$ cat src/rtl/keypad_pkg.sv
// Shared types and constants for the hex keypad entry path.
package keypad_pkg;

    // Debounce state machine states
    typedef enum logic [1:0] {
        IDLE = 2'd0,
        CAND = 2'd1,
        HELD = 2'd2,
        REL  = 2'd3
    } kp_state_e;

    localparam int COLS       = 4;
    localparam int MAX_DIGITS = 8;

    // Hex code for each key, indexed by {row, col}; element [0] is row 0 / col 0
    localparam logic [15:0][3:0] KEY_MAP = {
        4'hD, 4'hE, 4'hF, 4'h0,   // row 3
        4'hC, 4'h9, 4'h8, 4'h7,   // row 2
        4'hB, 4'h6, 4'h5, 4'h4,   // row 1
        4'hA, 4'h3, 4'h2, 4'h1    // row 0
    };

endpackage

$ cat src/rtl/keypad_scan.sv
// Keypad matrix scanner: row synchronizer, column prescaler and drive,
// per-frame key image capture and single-key frame decode.
module keypad_scan
    import keypad_pkg::*;
#(
    parameter int SCAN_BITS = 16
) (
    input  logic       clk1,
    input  logic       rst,
    input  logic [3:0] row_i,
    output logic [3:0] col_o,
    output logic       frame_end_o,
    output logic       key_hit_o,
    output logic [3:0] key_code_o
);

    logic [3:0]           row_meta_q;
    logic [3:0]           row_sync_q;
    logic [SCAN_BITS-1:0] presc_q;
    logic [SCAN_BITS-1:0] presc_d;
    logic [1:0]           col_idx_q;
    logic [1:0]           col_idx_d;
    logic [15:0]          frame_q;
    logic [15:0]          frame_d;
    logic                 tick;
    logic [4:0]           hit_count;
    logic [3:0]           hit_idx;

    // Two-flop synchronizer; rows idle high through the external pull-ups
    always_ff @(posedge clk1 or posedge rst) begin
        if (rst) begin
            row_meta_q <= 4'hF;
            row_sync_q <= 4'hF;
        end else begin
            row_meta_q <= row_i;
            row_sync_q <= row_meta_q;
        end
    end

    assign tick      = &presc_q;
    assign presc_d   = presc_q + 1'b1;
    assign col_idx_d = tick ? col_idx_q + 2'd1 : col_idx_q;

    // Live image: the column being driven takes the current row sample,
    // every other column keeps what was captured at its own dwell end
    generate
        for (genvar gi = 0; gi < 16; gi++) begin : g_frame
            assign frame_d[gi] = (col_idx_q == 2'(gi % COLS)) ? ~row_sync_q[gi / COLS]
                                                              : frame_q[gi];
        end
    endgenerate

    // Prescaler, column index and frame image; rows sampled at the end of each dwell
    always_ff @(posedge clk1 or posedge rst) begin
        if (rst) begin
            presc_q   <= '0;
            col_idx_q <= 2'd0;
            frame_q   <= 16'h0000;
        end else begin
            presc_q   <= presc_d;
            col_idx_q <= col_idx_d;
            if (tick) begin
                frame_q <= frame_d;
            end
        end
    end

    assign col_o       = ~(4'b0001 << col_idx_q);
    assign frame_end_o = tick && (col_idx_q == 2'd3);

    // Count pressed keys in the completed frame and remember where the last one sits
    always_comb begin
        hit_count = 5'd0;
        hit_idx   = 4'd0;
        for (int i = 0; i < 16; i++) begin
            if (frame_d[i]) begin
                hit_count = hit_count + 5'd1;
                hit_idx   = 4'(i);
            end
        end
    end

    // Multi-key frames are treated like an empty frame
    assign key_hit_o  = (hit_count == 5'd1);
    assign key_code_o = KEY_MAP[hit_idx];

endmodule

$ cat src/rtl/keypad_entry.sv
// Hex keypad entry: debounces scanned frames and shifts each accepted
// digit into a 32-bit value register with a saturating digit count.
module keypad_entry
    import keypad_pkg::*;
#(
    parameter int SCAN_BITS      = 16,
    parameter int DEBOUNCE_SCANS = 4
) (
    input  logic        clk1,
    input  logic        rst,
    input  logic [3:0]  row,
    output logic [3:0]  col,
    input  logic        clear,
    output logic [31:0] value,
    output logic        key_valid,
    output logic [3:0]  key_code,
    output logic [3:0]  digit_count
);

    localparam logic [3:0] DB_N = 4'(DEBOUNCE_SCANS);

    logic       frame_end;
    logic       frame_hit;
    logic [3:0] frame_code;

    kp_state_e  state_q;
    kp_state_e  state_d;
    logic [3:0] cand_q;
    logic [3:0] cand_d;
    logic [3:0] cnt_q;
    logic [3:0] cnt_d;
    logic [3:0] cnt_inc;
    logic       accept;

    logic        key_valid_q;
    logic [3:0]  key_code_q;
    logic [31:0] value_q;
    logic [3:0]  digit_count_q;

    keypad_scan #(
        .SCAN_BITS (SCAN_BITS)
    ) u_scan (
        .clk1        (clk1),
        .rst         (rst),
        .row_i       (row),
        .col_o       (col),
        .frame_end_o (frame_end),
        .key_hit_o   (frame_hit),
        .key_code_o  (frame_code)
    );

    // Debounce state register
    always_ff @(posedge clk1 or posedge rst) begin
        if (rst) begin
            state_q <= IDLE;
            cand_q  <= 4'd0;
            cnt_q   <= 4'd0;
        end else begin
            state_q <= state_d;
            cand_q  <= cand_d;
            cnt_q   <= cnt_d;
        end
    end

    assign cnt_inc = cnt_q + 4'd1;

    // Debounce next-state: evaluated only on frame-end ticks
    always_comb begin
        state_d = state_q;
        cand_d  = cand_q;
        cnt_d   = cnt_q;
        if (frame_end) begin
            case (state_q)
                IDLE: begin
                    if (frame_hit) begin
                        cand_d  = frame_code;
                        cnt_d   = 4'd1;
                        state_d = (DB_N == 4'd1) ? HELD : CAND;
                    end
                end
                CAND: begin
                    if (frame_hit && (frame_code == cand_q)) begin
                        cnt_d = cnt_inc;
                        if (cnt_inc >= DB_N) begin
                            state_d = HELD;
                        end
                    end else begin
                        cnt_d   = 4'd0;
                        state_d = IDLE;
                    end
                end
                HELD: begin
                    // A single empty frame already satisfies a one-frame release
                    if (!frame_hit) begin
                        cnt_d   = (DB_N == 4'd1) ? 4'd0 : 4'd1;
                        state_d = (DB_N == 4'd1) ? IDLE : REL;
                    end
                end
                REL: begin
                    if (!frame_hit) begin
                        cnt_d = cnt_inc;
                        if (cnt_inc >= DB_N) begin
                            cnt_d   = 4'd0;
                            state_d = IDLE;
                        end
                    end else begin
                        state_d = HELD;
                    end
                end
                default: begin
                    cnt_d   = 4'd0;
                    state_d = IDLE;
                end
            endcase
        end
    end

    // Accept whenever a press debounce completes (entry into HELD from IDLE or CAND)
    always_comb begin
        accept = 1'b0;
        if (frame_end && (state_d == HELD) && ((state_q == IDLE) || (state_q == CAND))) begin
            accept = 1'b1;
        end
    end

    // Entry register: clear wins over an accepted digit, key report is unaffected by clear
    always_ff @(posedge clk1 or posedge rst) begin
        if (rst) begin
            key_valid_q   <= 1'b0;
            key_code_q    <= 4'd0;
            value_q       <= 32'd0;
            digit_count_q <= 4'd0;
        end else begin
            key_valid_q <= accept;
            if (accept) begin
                key_code_q <= cand_d;
            end
            if (clear) begin
                value_q       <= 32'd0;
                digit_count_q <= 4'd0;
            end else if (accept) begin
                value_q <= {value_q[27:0], cand_d};
                if (digit_count_q < 4'(MAX_DIGITS)) begin
                    digit_count_q <= digit_count_q + 4'd1;
                end
            end
        end
    end

    assign key_valid   = key_valid_q;
    assign key_code    = key_code_q;
    assign value       = value_q;
    assign digit_count = digit_count_q;

endmodule
$ cat config.mk
export PLATFORM = sky130hd
export DESIGN_NAME = keypad_entry
export DESIGN_NICKNAME = d
export VERILOG_FILES = /design/src/rtl/keypad_pkg.sv /design/src/rtl/keypad_scan.sv /design/src/rtl/keypad_entry.sv
export SDC_FILE = /design/constraint.sdc
export NUM_CORES = 1
export LEC_CHECK = 0
export ABC_AREA = 1
export CORE_ASPECT_RATIO = 0.6
export CORE_MARGIN = 2
export CORE_UTILIZATION = 57
export CTS_CLUSTER_SIZE = 30
export DETAILED_ROUTE_END_ITERATION = 7
export DONT_BUFFER_PORTS = 1
export GPL_TIMING_DRIVEN = 0
export PLACE_DENSITY_LB_ADDON = 0.05
export SYNTH_ARGS = -nofsm -noshare
export SYNTH_HDL_FRONTEND = slang
export SYNTH_SLANG_ARGS = --single-unit
$ cat constraint.sdc
create_clock -name clk1 -period 21.4 [get_ports clk1]
set_input_delay 4.28 -clock clk1 [delete_from_list [all_inputs] [get_ports clk1]]
set_output_delay 4.28 -clock clk1 [all_outputs]
set_load 0.01 [all_outputs]
==> results.ini, run 1 <==
[global_route]
gr-usage-met3_pct=5.31
grt_overflow_total=0
grt_antenna_before_repair=0
grt_use_met1_pct=40.9
grt_pass1_vias=4894
gr-usage-all-layers_pct=25.9
grt_max_degree=48
busiest_layer=met1
gr-usage-met2_pct=36.5
grt_pass1_wl_um=23800

[worst_setup_path]
cp_data_required_time_ns=21.66
r2r_cells=59
endpoint=value[17]
critical_path_class=reg2reg
worstReg2RegEnd=value[17]
worstSetupEndpointType=register
path_max_fanout=10
worstReg2RegStart=u_scan.col_idx_q[1]
crit_arrival_ns=10.25
startpoint_type=register
cpMaxStageDelayCell=dfrtp_1
path_common_cell=nand2_1
crit_path_start=u_scan.col_idx_q[1]
ff2ff_setup_slack_ns=11.42
slowest_delay_ns=0.39

[detailed_routing]
wirelength_um=13900
drt_iter0_markers=344
wl_per_cell_um=14.4
drtPass1Iterations=6
viasPerCell=5.36
drtAntennaViolNets=0
drc_errors=0
vias=5207

[timing]
finalSetupTns_ns=0
rsz0062_at_grt=no
layout_setup_ws_ns=11.42
hold_violations=0
fin_crit_ns=9.98
post-route-period-util_pct=46.6
max_freq_mhz=100
fin_hold_ws_ns=0.356
maxSlewHeadroom_pct=47.8
skew_ns=0.00577
setup_viol=0
worst_pin_slew_ns=0.776
slew_viol_final=0

[final_layout]
antenna_cells=0
syn_to_final_growth_pct=8.03
largest_reg_flops=32
nNetsFinal=859
drive_gt1_share_pct=16.6

[clocking]
htree_levels=3
cts_setup_buffers=0
clockBufferDepth=2
clk_latency_ns=0.34
cts-buffers-inserted=9
cts_resized=0
clock_sinks=93
cts.clk_slew.worst_paths_ns=0.06
hold_buffers=0
cts_root_buffer=clkbuf_16
cts_tree=built

[pwr]
total_power_mw=0.362
vdd_ir_drop_max_mv=0.0482
powerDensity_nw_per_um2=54.9
power_leakage_nw=3.52

[floorplan]
fp.dieW_um=138
rows=29
fp.dieH_um=84.2
floorplan.initialDensity_pct=58.3
die_area_sq_um=11600
ios=52
fp.coreArea_sq_um=10500

[logic_synthesis]
synthesis.nets=847
synth_compound_area_share_pct=8.38
ys_seq_area_share_pct=38.3
synth-seq-cells=93
syn_area_sq_um=6110
synth_xor_area_share_pct=3.30
synth_top_family_by_area=simple AND/OR/NAND/NOR gates
avgSynthCellArea_sq_um=7.49
synthesis.instances=815
synth.mux.area_fraction_pct=0
yosysWarnings=0
synthAdderAreaFrac_pct=5.12
synth-simple-area-share_pct=36.1
synth.distinct_cells=38

[placement]
port_buffers=0
dp_worst_setup_slack_ns=11.54
dp_hpwl_um=10800
place_congestion=0.857

[run_status]
status=finished, final reports clean

[run]
drv_cap=0

[worst_hold_path]
hp-class=reg2reg

==> cells in the final DEF, fill, tap and decap left out, drive strengths merged <==
cell type	instances
a21boi	1
a21oi	9
a31oi	1
buf	17
clkbuf	16
clkinv	4
clkinvlp	1
dfrtp	85
dfstp	8
ha	25
inv	107
nand2	267
nand3	122
nand3b	4
nand4	9
nor2	49
nor3	4
nor3b	1
nor4	1
o21a	2
o21ai	67
o21bai	1
o22ai	2
o31ai	1
or2	5
xnor2	4
xor2	19
==> per-layer routing <==
| metal | vias to the layer above | wire, um |
|---|---|---|
| li1 | 2645 | - |
| met1 | 2429 | 7400 |
| met2 | 116 | 5740 |
| met3 | 17 | 663 |
| met4 | 0 | 154 |
| met5 | - | 0 |
==> logic make-up (layout without fill, tap and decap cells) <==
family                     count (synthesis)  in the layout
AOI/OAI and AO/OA                         84             84
xor gates and xnor gates                  23             23
adders and majority gates                 25             25
buffers and inverters                    128            145
DFF                                       93             93
and+or+nand+nor                          462            462
==> Yosys cell counts <==
library cell,count,area (sq um)
a21boi_2,1,11.3
a21oi_1,9,45.0
a31oi_1,1,6.26
buf_2,8,40.0
buf_4,4,30.0
buf_6,2,22.5
buf_8,2,30.0
clkbuf_1,4,15.0
clkinv_1,2,7.51
dfrtp_1,85,2130
dfstp_2,8,210
ha_1,25,313
inv_1,98,368
inv_2,8,30.0
nand2_1,231,867
nand2_2,35,219
nand2_4,1,11.3
nand3_1,92,460
nand3_2,30,300
nand3b_1,4,30.0
nand4_1,8,50.1
nand4_2,1,12.5
nor2_1,48,180
nor2_2,1,6.26
nor3_1,4,20.0
nor3b_1,1,7.51
nor4_1,1,6.26
o21a_1,2,15.0
o21ai_0,39,195
o21ai_1,13,65.1
o21ai_2,13,114
o21ai_4,2,32.5
o21bai_1,1,7.51
o22ai_1,2,12.5
o31ai_1,1,7.51
or2_2,5,31.3
xnor2_1,4,35.0
xor2_1,19,166
==> worst max-delay path, delay by kind of cell, from the launching register on <==
family,cells,cell delay (ns)
adder cells (fa/ha/maj),15,4.03
AND/OR/NAND/NOR,33,3.85
AO/OA/AOI/OAI,4,0.83
buffers and inverters,7,0.80
flip-flops,1,0.39
==> metrics by stage <==
| stage | instances | utilization [%] | instance area, sq um |
|---|---|---|---|
| floorplan | 815 | - | 6110 |
| global placement | 954 | 59.9 | 6280 |
| detailed placement | 955 | 60.2 | 6310 |
| CTS | 971 | 62.9 | 6600 |
| global route | 971 | 62.9 | 6600 |
| finish | 971 | 62.9 | 6600 |
==> final cells by class <==
class / count / area (sq um)
timing repair buffer: 1 / 27.5
tap: 139 / 174
multi-input combinational: 594 / 3230
clock inverter: 4 / 30.0
buffer: 20 / 138
clock buffer: 12 / 256
fill: 906 / 3890
sequential: 93 / 2340
inverter: 108 / 408
==> power by group <==
part	internal [mW]	switching, mW
registers	0.177	0.00123
logic	0.00872	0.0216
clock network	0.0856	0.0676
==> worst min path at each step <==
stage / cells after the start / slack, ns / start / end
finish: 0 / 0.36 / u_scan.row_meta_q[0] / u_scan.row_sync_q[0]
floorplan: 0 / 0.35 / u_scan.row_meta_q[0] / u_scan.row_sync_q[0]
global placement: 0 / 0.35 / u_scan.row_meta_q[0] / u_scan.row_sync_q[0]
detailed placement: 0 / 0.35 / u_scan.row_meta_q[0] / u_scan.row_sync_q[0]
CTS: 0 / 0.36 / u_scan.row_meta_q[0] / u_scan.row_sync_q[0]
global route: 0 / 0.36 / u_scan.row_meta_q[0] / u_scan.row_sync_q[0]
No activity file was read; power rests on OpenSTA's default activity.
==> run 2: changes to the inputs <==
==> constraint.sdc (replaced) <==
create_clock -name clk1 -period 8 [get_ports clk1]
set_input_delay 1.6 -clock clk1 [delete_from_list [all_inputs] [get_ports clk1]]
set_output_delay 1.6 -clock clk1 [all_outputs]
set_load 0.01 [all_outputs]
==> results.ini, run 2 (synthesis results as in run 1) <==
[worst_setup_path]
slowest_delay_ns=0.41  ; was 0.39 ns
worstSetupEndpointType=register  ; unchanged
worstReg2RegStart=u_scan.col_idx_q[0]  ; was u_scan.col_idx_q[1]
startpoint_type=register  ; unchanged
critical_path_class=reg2reg  ; unchanged
endpoint=value[8]  ; was value[17]
crit_arrival_ns=8.68  ; was 10.25 ns
crit_path_start=u_scan.col_idx_q[0]  ; was u_scan.col_idx_q[1]
r2r_cells=60  ; was 59
ff2ff_setup_slack_ns=-0.39  ; was 11.42 ns
cp_data_required_time_ns=8.28  ; was 21.66 ns
path_max_fanout=5  ; was 10
worstReg2RegEnd=value[8]  ; was value[17]
cpMaxStageDelayCell=dfrtp_2  ; was dfrtp_1

[detailed_routing]
drtPass1Iterations=5  ; was 6
drtAntennaViolNets=0  ; unchanged
met3_wirelength_um=1080  ; was 663 um
wl_per_cell_um=17.3  ; was 14.4 um
vias=6065  ; was 5207
viasPerCell=5.74  ; was 5.36
dr_wl_met2_um=8110  ; was 5740 um
wirelength_um=18200  ; was 13900 um
drt_iter0_markers=424  ; was 344
top_layer_used=met4  ; unchanged
met1_length_um=8500  ; was 7400 um
drc_errors=0  ; unchanged

[timing]
slew_viol_final=0  ; unchanged
post-route-period-util_pct=105  ; was 46.6%
rsz0062_at_grt=yes  ; was no
max_freq_mhz=119  ; was 100 MHz
skew_ns=0.0106  ; was 0.00577 ns
layout_setup_ws_ns=-0.391  ; was 11.42 ns
setup_viol=50  ; was 0
hold_violations=0  ; unchanged
fin_crit_ns=8.39  ; was 9.98 ns
worst_pin_slew_ns=0.987  ; was 0.776 ns
maxSlewHeadroom_pct=33.6  ; was 47.8%

[final_layout]
syn_to_final_growth_pct=35.5  ; was 8.03%
largest_reg_flops=32  ; unchanged
antenna_cells=0  ; unchanged
drive_gt1_share_pct=39.6  ; was 16.6%
nNetsFinal=944  ; was 859
nFillCells=653  ; was 906
layout_common_cells=165 x nand2_1, 84 x dfrtp_1, 83 x inv_1  ; was 231 x nand2_1, 97 x inv_1, 92 x nand3_1
multiInputGateArea_sq_um=4140  ; was 3230 sq um
post-route-cell-area_sq_um=8270  ; was 6600 sq um
final_common_cell=nand2_1  ; unchanged
regArea_sq_um=2340  ; about the same

[global_route]
grt_antenna_before_repair=0  ; unchanged
grt_max_degree=66  ; was 48
grt_overflow_total=0  ; unchanged
grt_pass1_wl_um=27500  ; was 23800 um
gr-usage-all-layers_pct=30.2  ; was 25.9%
grt_pass1_vias=5695  ; was 4894

[floorplan]
fp.dieH_um=84.2  ; unchanged
die_area_sq_um=11600  ; unchanged
fp.dieW_um=138  ; unchanged
fp.coreArea_sq_um=10500  ; unchanged
ios=52  ; unchanged
floorplan.initialDensity_pct=58.3  ; unchanged
rows=29  ; unchanged

[placement]
place_area_sq_um=6430  ; was 6310 sq um
dp_worst_setup_slack_ns=-1.10  ; was 11.54 ns
port_buffers=0  ; unchanged
dp_hpwl_um=10400  ; was 10800 um
place_congestion=0.863  ; was 0.857

[clocking]
hold_buffers=0  ; unchanged
cts_root_buffer=clkbuf_16  ; unchanged
clk_latency_ns=0.35  ; was 0.34 ns
clock_sinks=93  ; unchanged
htree_levels=3  ; unchanged
cts_tree=built  ; unchanged
cts.clk_slew.worst_paths_ns=0.06  ; about the same
clockBufferDepth=2  ; unchanged
cts-buffers-inserted=9  ; unchanged

[pwr]
powerDensity_nw_per_um2=127  ; was 54.9 nW/um^2
seqPwrFrac_pct=45.4  ; was 49.3%
total_power_mw=1.05  ; was 0.362 mW
pwr-share-clk_pct=37.8  ; was 42.3%
sw_frac_of_total_pct=27.3  ; was 25.0%
comb_power_share_pct=16.8  ; was 8.4%
power_leakage_nw=4.16  ; was 3.52 nW
power.switching_mw=0.287  ; was 0.0905 mW
p_int_mw=0.766  ; was 0.272 mW
vdd_ir_drop_max_mv=0.119  ; was 0.0482 mV

[run_status]
violations=setup timing
status=complete, but fails checks  ; was finished, final reports clean

[worst_hold_path]
hold_depth=0  ; unchanged
hp-class=reg2reg  ; unchanged

[run]
drv_cap=0  ; unchanged

-- run 2: what timing repair did --
| action | CTS | global route |
|---|---|---|
| setup endpoints to repair | 51 | 51 |
| resized for setup | 81 | 127 |
| setup buffers | 75 | 16 |
| gates cloned | 3 | 1 |
| pin swaps | 52 | 65 |
-- run 2: worst min-delay path by stage --
| stage | start | endpoint | slack [ns] |
|---|---|---|---|
| finish | u_scan.row_meta_q[0] | u_scan.row_sync_q[0] | 0.35 |
| global route | u_scan.row_meta_q[0] | u_scan.row_sync_q[0] | 0.36 |
| CTS | u_scan.row_meta_q[0] | u_scan.row_sync_q[0] | 0.36 |
| detailed placement | u_scan.row_meta_q[0] | u_scan.row_sync_q[0] | 0.35 |
| global placement | u_scan.row_meta_q[0] | u_scan.row_sync_q[0] | 0.35 |
| floorplan | u_scan.row_meta_q[0] | u_scan.row_sync_q[0] | 0.35 |
-- run 2: worst max-delay path: cells and delay by family, from the launching register on --
kind                       cells  cell delay, ns
buffers and inverters         11            0.97
and+or+nand+nor               31            2.90
adders and majority gates     14            3.25
AOI/OAI and AO/OA              4            0.75
DFF                            1            0.41
-- run 2: power groups by stage --
stage	logic [mW]	clock network (mW)	registers (mW)
after CTS	0.138	0.398	0.478
after detailed placement	0.0827	0	0.486
after global routing	0.189	0.417	0.478
final	0.177	0.398	0.478
after global placement	0.0770	0	0.486
after floorplan	0.0647	0	0.485
-- run 2: metrics by stage --
stage,TNS (ns),instances,util [%],hold WS (ns)
2_1_floorplan,-7.50,815,-,0.345
3_3_place_gp,-40.78,954,61.0,0.345
3_5_place_dp,-51.70,955,61.3,0.347
4_1_cts,-28.71,1046,73.2,0.356
5_1_grt,-32.09,1056,78.9,0.359
6_report,-15.36,1056,78.9,0.355
-- run 2: layout make-up --
type | instances | area share, %
multi-input combinational | 594 | 50.1
inverter | 108 | 5.08
clock inverter | 3 | 0.287
sequential | 93 | 28.3
timing repair buffer | 88 | 9.33
clock buffer | 13 | 2.90
buffer | 18 | 1.97
tap | 139 | 2.10
-- run 2: metal layers --
layer / vias to the layer above / global-route usage [%]
li1: 2811 / -
met3: 58 / 7.85
met5: - / 0
met1: 2978 / 45.0
met2: 218 / 43.5
met4: 0 / 9.09
==> run 3: changes to the inputs <==
--- a/config.mk
+++ b/config.mk
@@ -12,7 +12,6 @@
 export CTS_CLUSTER_SIZE = 30
 export DETAILED_ROUTE_END_ITERATION = 7
 export DONT_BUFFER_PORTS = 1
-export GPL_TIMING_DRIVEN = 0
 export PLACE_DENSITY_LB_ADDON = 0.05
 export SYNTH_ARGS = -nofsm -noshare
 export SYNTH_HDL_FRONTEND = slang
==> results.ini, run 3 (synthesis results as in run 1) <==
[clocking]
clk_latency_ns=0.35  ; about the same
hold_buffers=0  ; unchanged
clockBufferDepth=2  ; unchanged
cts-buffers-inserted=9  ; unchanged
cts.clk_slew.worst_paths_ns=0.07  ; was 0.06 ns
cts_tree=built  ; unchanged
htree_levels=3  ; unchanged
clock_sinks=93  ; unchanged
cts_root_buffer=clkbuf_16  ; unchanged

[pwr]
total_power_mw=1.10  ; was 1.05 mW
vdd_ir_drop_max_mv=0.136  ; was 0.119 mV
powerDensity_nw_per_um2=130  ; was 127 nW/um^2
power_leakage_nw=4.24  ; was 4.16 nW

[timing]
fin_hold_ws_ns=0.357  ; was 0.355 ns
worst_pin_slew_ns=1.33  ; was 0.987 ns
hold_violations=0  ; unchanged
fin_crit_ns=8.53  ; was 8.39 ns
max_freq_mhz=117  ; was 119 MHz
maxSlewHeadroom_pct=10.7  ; was 33.6%
slew_viol_final=0  ; unchanged
skew_ns=0.00822  ; was 0.0106 ns
finalSetupTns_ns=-21.17  ; was -15.36 ns
setup_viol=51  ; was 50
layout_setup_ws_ns=-0.531  ; was -0.391 ns
rsz0062_at_grt=yes  ; unchanged
post-route-period-util_pct=107  ; was 105%

[floorplan]
ios=52  ; unchanged
rows=29  ; unchanged
fp.dieW_um=138  ; unchanged
fp.dieH_um=84.2  ; unchanged
fp.coreArea_sq_um=10500  ; unchanged
floorplan.initialDensity_pct=58.3  ; unchanged
die_area_sq_um=11600  ; unchanged

[worst_setup_path]
path_max_fanout=6  ; was 5
cpMaxStageDelayCell=dfrtp_1  ; was dfrtp_2
critical_path_class=reg2reg  ; unchanged
startpoint_type=register  ; unchanged
worstSetupEndpointType=register  ; unchanged
cp_data_required_time_ns=8.27  ; was 8.28 ns
crit_arrival_ns=8.80  ; was 8.68 ns
path_common_cell=nand2_4
slowest_delay_ns=0.41  ; about the same

[final_layout]
drive_gt1_share_pct=41.2  ; was 39.6%
antenna_cells=0  ; unchanged
fin_cells=1060  ; was 1056
largest_reg_flops=32  ; unchanged
final_common_cell=nand2_1  ; unchanged
nNetsFinal=948  ; was 944
nFillCells=600  ; was 653
layout_common_cells=167 x nand2_1, 91 x buf_4, 85 x dfrtp_1  ; was 165 x nand2_1, 84 x dfrtp_1, 83 x inv_1
syn_to_final_growth_pct=38.4  ; was 35.5%
post-route-util_pct=80.6  ; was 78.9%
post-route-cell-area_sq_um=8450  ; was 8270 sq um

[placement]
dp_hpwl_um=10900  ; was 10400 um
dp_worst_setup_slack_ns=-0.803  ; was -1.10 ns
port_buffers=0  ; unchanged
place_area_sq_um=6650  ; was 6430 sq um
place_congestion=0.850  ; was 0.863
dpl.cell_count=982  ; was 955

[global_route]
grt_pass1_wl_um=28800  ; was 27500 um
grt_antenna_before_repair=0  ; unchanged
grt_overflow_total=0  ; unchanged
grt_pass1_vias=5885  ; was 5695
gr-usage-all-layers_pct=31.4  ; was 30.2%
grt_max_degree=75  ; was 66

[detailed_routing]
drc_errors=0  ; unchanged
viasPerCell=6.00  ; was 5.74
drt_iter0_markers=792  ; was 424
drtPass1Iterations=5  ; unchanged
drtAntennaViolNets=0  ; unchanged
vias=6361  ; was 6065
wirelength_um=20400  ; was 18200 um
wl_per_cell_um=19.2  ; was 17.3 um

[run_status]
violations=setup timing  ; unchanged
status=complete, but fails checks  ; unchanged

[worst_hold_path]
hp-class=reg2reg  ; unchanged

[run]
drv_cap=0  ; unchanged

-- run 3: per-layer routing --
layer  vias up  GRT usage [%]  part of all wire (%)
met5         -              0                     0
met4         0           9.56                   4.4
met3       117           6.40                   8.5
met2       400           47.4                    45
met1      3024           45.8                    42
li1       2820              -                     -
-- run 3: cell type report --
cell class	count	area, sq um	area share (%)
clock buffers	11	243	2.87
clock inverters	5	58.8	0.696
inverters	108	422	4.99
multi-input cells	594	4240	50.2
flip-flops and latches	93	2340	27.6
well taps	139	174	2.06
repair buffers	110	977	11.6
-- run 3: where the power goes --
group	total, mW	internal [mW]	switching, mW
registers	0.478	0.475	0.00323
logic	0.185	0.0800	0.105
clock network	0.434	0.251	0.183
total	1.10	0.806	0.291
-- run 3: worst paths after layout --
| check | from | end | slack [ns] | cells past startpoint |
|---|---|---|---|---|
| min | u_scan.row_meta_q[3] | u_scan.row_sync_q[3] | 0.36 | 0 |
| max reg2reg | u_scan.col_idx_q[0] | value[15] | -0.53 | 63 |
| max | u_scan.col_idx_q[0] | value[15] | -0.53 | 63 |
| max in group asynchronous | rst | value[16] | 5.70 | 2 |
| min in group asynchronous | rst | value[14] | 1.07 | 1 |
| min reg2reg | u_scan.row_meta_q[3] | u_scan.row_sync_q[3] | 0.36 | 0 |
-- run 3: worst max-delay path: cells and delay by family (launching register included) --
kind            cells  cell delay, ns
flops               1            0.41
fa+ha+maj          13            3.06
compound gates      4            0.63
simple gates       31            2.89
buf+inv            15            1.45
-- run 3: what timing repair did --
| item | CTS | global route |
|---|---|---|
| endpoints found under the setup margin | 51 | 51 |
| gates cloned | 2 | 3 |
| gates resized for setup | 94 | 129 |
| pin swaps | 73 | 72 |
| setup buffers | 61 | 9 |
| endpoints found under the hold margin | 0 | 0 |
